`config.mk`:
```
export PLATFORM = sky130hd
export DESIGN_NAME = seq_detect_param
export DESIGN_NICKNAME = d
export VERILOG_FILES = /design/src/rtl/seq_detect_param.sv
export SDC_FILE = /design/constraint.sdc
export NUM_CORES = 1
export LEC_CHECK = 0
export ABC_AREA = 0
export CAP_MARGIN = 20
export CORE_MARGIN = 3
export CORE_UTILIZATION = 30
export DETAILED_ROUTE_END_ITERATION = 12
export HOLD_SLACK_MARGIN = 0.15
export SETUP_SLACK_MARGIN = 0.2
export SLEW_MARGIN = 20
export SYNTH_ARGS = -nofsm -noshare
export SYNTH_HDL_FRONTEND = slang
export SYNTH_SLANG_ARGS = --single-unit
export TNS_END_PERCENT = 10
```
`constraint.sdc`:
```
create_clock -name clk -period 2.1 [get_ports clk]
set_clock_uncertainty 0.2 [all_clocks]
set_input_delay 0.315 -clock clk [delete_from_list [all_inputs] [get_ports clk]]
set_output_delay 0.315 -clock clk [all_outputs]
set_load 0.01 [all_outputs]
```
`src/rtl/seq_detect_param.sv`:
```
// Serial pattern detector with runtime-loadable pattern and Mealy match flag.
// Define SEQ_CNT_EN to add a saturating match counter with synchronous clear.
module seq_detect_param #(
    parameter int unsigned          PAT_W   = 4,
    parameter logic [PAT_W-1:0]     PAT_RST = PAT_W'(4'b1011),
    parameter bit                   OVERLAP = 1'b1,
    parameter int unsigned          CNT_W   = 8
) (
    input  logic             clk,
    input  logic             rst,
    input  logic             In,
    input  logic             in_valid,
    input  logic             pat_ld,
    input  logic [PAT_W-1:0] pat_in,
    output logic             out
`ifdef SEQ_CNT_EN
    ,
    output logic [CNT_W-1:0] match_cnt,
    input  logic             cnt_clr
`endif
);

    localparam int unsigned FILL_W = $clog2(PAT_W + 1);

    logic [PAT_W-1:0]  r_hist;
    logic [PAT_W-1:0]  r_pat;
    logic [FILL_W-1:0] r_fill;
    logic [PAT_W-1:0]  w_window;
    logic              w_full;

    // Match is decided on fill alone so an all-zero pattern still needs PAT_W real bits.
    assign w_window = {r_hist[PAT_W-2:0], In};
    assign w_full   = (r_fill >= FILL_W'(PAT_W - 1));
    assign out      = in_valid & ~pat_ld & w_full & (w_window == r_pat);

    always_ff @(posedge clk or negedge rst) begin
        if (!rst) begin
            r_hist <= '0;
            r_fill <= '0;
            r_pat  <= PAT_RST;
        end else if (pat_ld) begin
            r_hist <= '0;
            r_fill <= '0;
            r_pat  <= pat_in;
        end else if (in_valid) begin
            r_hist <= w_window;
            if (out && !OVERLAP) begin
                r_fill <= '0;
            end else if (r_fill != FILL_W'(PAT_W)) begin
                r_fill <= r_fill + FILL_W'(1);
            end
        end
    end

`ifdef SEQ_CNT_EN
    logic [CNT_W-1:0] r_match_cnt;

    // Clear beats a simultaneous match; the count saturates instead of wrapping.
    always_ff @(posedge clk or negedge rst) begin
        if (!rst) begin
            r_match_cnt <= '0;
        end else if (cnt_clr) begin
            r_match_cnt <= '0;
        end else if (out && (r_match_cnt != {CNT_W{1'b1}})) begin
            r_match_cnt <= r_match_cnt + CNT_W'(1);
        end
    end

    assign match_cnt = r_match_cnt;
`endif

endmodule

```
== Word-level counts from Yosys, hierarchy flattened ==
Cells that the tools add are included.

* Add/subtract/negate cells: 1
* Reduce and logical (&&, ||, !) cells: 3
* Bitwise logic cells: 4
* Equality and inequality tests: 2
* $lt $le $gt $ge: 1
* Multiplexer cells: 5

{| class="wikitable"
|+ Operator list
! kind !! number
|-
| $mux W3 || 5
|-
| $eq A4 B4 Y1 || 1
|-
| $reduce_bool A2 Y1 || 2
|-
| $add A3 B1 Y3 const B || 1
|-
| $and A1 B1 Y1 || 3
|-
| $ge A3 B2 Y1 const B || 1
|-
| $ne A3 B3 Y1 const B || 1
|-
| $reduce_and A2 Y1 || 1
|-
| $not A1 Y1 || 1
|}

* Word-level logic and storage cells: 19
* Bits of input ports: 9
* Output and inout bits: 1
* Bits in registers: 10

== Longest topological paths before layout ==
* Depth after elaboration: 4
* Gate-level depth with buffers: 5
* Gate-level depth less buffers: 5

== Worst setup path after synthesis ==
No wires, ideal clock.

* Kind: register -> output
* Start: register r_fill[0]
* End: output out
* Setup slack: 418 ps
* Arrival time: 1,167 ps
* Buffers on the path: 0
* Cell stages (with the launch flop): 6
* Required time: 1,585 ps
* Path through: dfrtp_1 ha_1 ha_1 a211o_1 nand4_1 nor4_2

* Longest elaborated chain between the ends: 3

{| class="wikitable"
|+ Ends and longest elaborated chain
! element !! RTL line !! RTL
|-
| start, declared || 27 || <nowiki>logic [FILL_W-1:0] r_fill;</nowiki>
|-
| start signal, assigned || 50 || <nowiki>r_fill <= r_fill + FILL_W'(1);</nowiki>
|-
| $ge A3 B2 Y1 || 33 || <nowiki>assign w_full = (r_fill >= FILL_W'(PAT_W - 1));</nowiki>
|-
| $and A1 B1 Y1 (2 in a row) || 34 || <nowiki>assign out = in_valid & ~pat_ld & w_full & (w_window == r_pat);</nowiki>
|-
| end, declared || 15 || <nowiki>output logic out</nowiki>
|}

No other way between the ends.

== Worst setup path after layout ==
* Start: register r_fill[1]
* End: output out

The elaborated chain is that of the path after synthesis.

==> results_dict.tcl <==
set metrics [dict create \
    hold_violations 0 \
    place_hpwl_um 698 \
    n_antenna_cell 0 \
    grt_pass1_wl_um 1610 \
    synth_fp_nets 56 \
    die_area_sq_um 2320 \
    tightest_slew_ps 443 \
    synth_top_family_by_area "multiplexers" \
    start_util_pct 33.4 \
    path_cells "ha_2 -> ha_2 -> a211o_1 -> nand4_1 -> nor4_2 -> buf_2" \
    final_util_pct 44.0 \
    synth_fa_ha_area_share_pct 7.04 \
    setup_viol 0 \
    num_rows 14 \
    syn_area_sq_um 533 \
    gp_congestion 0.710 \
    critical_path.max_stage_delay_ps 380 \
    drt_wl_total_um 861 \
    io_pins 10 \
    drt-initial-drc-count 1 \
    syn_to_final_growth_pct 31.5 \
    h-tree-depth 1 \
    post_route_cells_drive_above_1_share_pct 33.3 \
    gr-total-overflow 0 \
    vias_per_cell 4.30 \
    die_w_um 48.2 \
    cts_sinks 10 \
    setup_slack_ps 96.9 \
    peakVddDrop_v 0.000400 \
    synthTopCellsByArea "dfrtp_1 33%, dfstp_2 15%, mux2_2 8.5%" \
    yosysUniqueCellTypes 18 \
    post-place-ws_ps -287 \
    clockBufferDepth 2 \
    synth_top_area_share_pct 32.9 \
    cts_hold_buf 0 \
    fin_crit_sh_pct 95.4 \
    clk_pin_slew_worst_paths_ps 60 \
    p_leak_nw 0.314 \
    coreArea_sq_um 1590 \
    yosys.area.top_type "dfrtp_1" \
    fin_crit_ps 2000 \
    die_h_um 48.2 \
    cp_max_fo 2 \
    cap_violations 0 \
    cp_common_cell "ha_2" \
    worstPathRequired_ps 1580 \
    path_class "flop to output port" \
    routedWlPerCell_um 10.3 \
    ant_nets 0 \
    synth_warnings 0 \
    drt_pass1_iterations 2 \
    synth_mux_area_share_pct 16.0 \
    fmaxAchievable_ghz 0.499 \
    synth_compound_area_share_pct 7.04 \
    route.detailed.drc 0 \
    ys_ff_latch 10 \
    grt_usage_pct 10.3 \
    synth.avg_cell_area_sq_um 12.1 \
    cts_tree "yes" \
    clk_latency_ps 260 \
    cpMaxStageDelayCell "dfrtp_1" \
    layout_commonest_cell "clkdlybuf4s50_1" \
    fin_setup_tns_ps 0 \
    grt_pass1_vias 382 \
    rsz0062_at_grt "true" \
    antenna_found_initial 0 \
    min_path_type "primary input to asynchronous set/reset pin" \
    fill_cells 161 \
    via_count 361 \
    port_buffers 9 \
    synth_cells 44 \
    post_cts_buffers 0 \
    r2r-start "r_fill[0]" \
    final_cell_mix "8 x clkdlybuf4s50_1, 7 x dfrtp_1, 5 x nor2_1, 5 x buf_4" \
    power_density_nw_per_um2 635 \
    synthSimpleGateAreaFrac_pct 8.22 \
    max_slew_margin_pct 70.4 \
    crit_path_end_kind "output port" \
    cts_buffers 3 \
    status "complete, no violations" \
    crit_arrival_ps 1490 \
    cp-startpoint "r_fill[1]" \
    cts-root-buf "clkbuf_4" \
    num-nets-final 73 \
    grt_max_degree 11 \
    synthXorXnorAreaFrac_pct 8.22 \
    ys_seq_area_share_pct 47.7 \
    fin_hold_ws_ps 159 \
    final_max_slew_viol_count 0 \
    cp-start-kind "flop" \
]
## cell families (layout without fill, tap and decap cells)
| kind of cell | after synthesis | count (layout) |
|---|---|---|
| flip-flops | 10 | 10 |
| buffers and inverters | 6 | 22 |
| adder cells (fa/ha/maj) | 3 | 3 |
| AND/OR/NAND/NOR | 8 | 8 |
| AO/OA/AOI/OAI | 4 | 4 |
| multiplexers | 8 | 8 |
| XOR/XNOR | 5 | 5 |
## state kept, by name (all words and copies together), names as in the netlist
| register | flops |
|---|---|
| r_fill | 3 |
| r_hist | 3 |
| r_pat | 4 |
## metrics by stage
step / area [sq um] / power, W / std cells
floorplan: 533 / 0.000277 / 44
detailed placement: 674 / 0.000314 / 80
global route: 701 / 0.000474 / 84
CTS: 701 / 0.000451 / 84
global placement: 674 / 0.000312 / 80
finish: 701 / 0.000445 / 84
## synth_stat cells, drive strengths merged
master,number
dfstp,3
nor4,1
nand4,1
mux2i,4
mux2,4
inv,4
nor2,5
a21boi,1
ha,3
dfrtp,7
a21oi,1
xnor2,4
o21ai,1
a211o,1
nand2b,1
xor2,1
buf,2
## where the power goes
group,total [W],switching (W),internal [W]
clock,0.000136,0.0000627,0.0000733
sequential,0.000222,0.0000102,0.000212
combinational,0.0000871,0.0000358,0.0000512
## metal layers
metal  share of wire (%)  wire [um]  global-route usage [%]  vias up
li1                    -          -                       -      179
met1                  47        403                    13.2      171
met2                  46        399                    15.6        9
met3                 4.9         42                    2.21        2
met4                 1.7         15                    6.45        0
met5                   0          0                       0        -
## worst max-delay path, delay by kind of cell, from the launching register on
| family | cells | cell delay, ps |
|---|---|---|
| adders and majority gates | 2 | 330 |
| DFF | 1 | 380 |
| AOI/OAI and AO/OA | 1 | 230 |
| and+or+nand+nor | 2 | 140 |
| buffers and inverters | 1 | 140 |
## what timing repair did
| item | 4_1_cts | 5_1_grt |
|---|---|---|
| gates resized for setup | 6 | 0 |
| endpoints found under the hold margin | 0 | 0 |
| setup endpoints to repair | 1 | 1 |
| pin swaps | 3 | 0 |
## area by class of cell
class | instances | area [sq um] | area share [%]
sequential | 10 | 254 | 36.3
tap | 24 | 30.0 | 4.29
multi-input combinational | 28 | 253 | 36.1
timing repair buffer | 14 | 123 | 17.5
inverter | 4 | 15.0 | 2.14
clock buffer | 4 | 26.3 | 3.75
## path summary, 6_finish.rpt
check / slack, ps / endpoint / depth (start not counted)
min in group clk: 340 / r_pat[2] / 1
max reg2reg: 580 / r_fill[1] / 6
min reg2reg: 340 / r_pat[2] / 1
max in group asynchronous: 1200 / r_pat[1] / 1
max: 100 / out / 6
min: 160 / r_hist[2] / 1
Note: power is estimated with default switching activity, not from simulation.
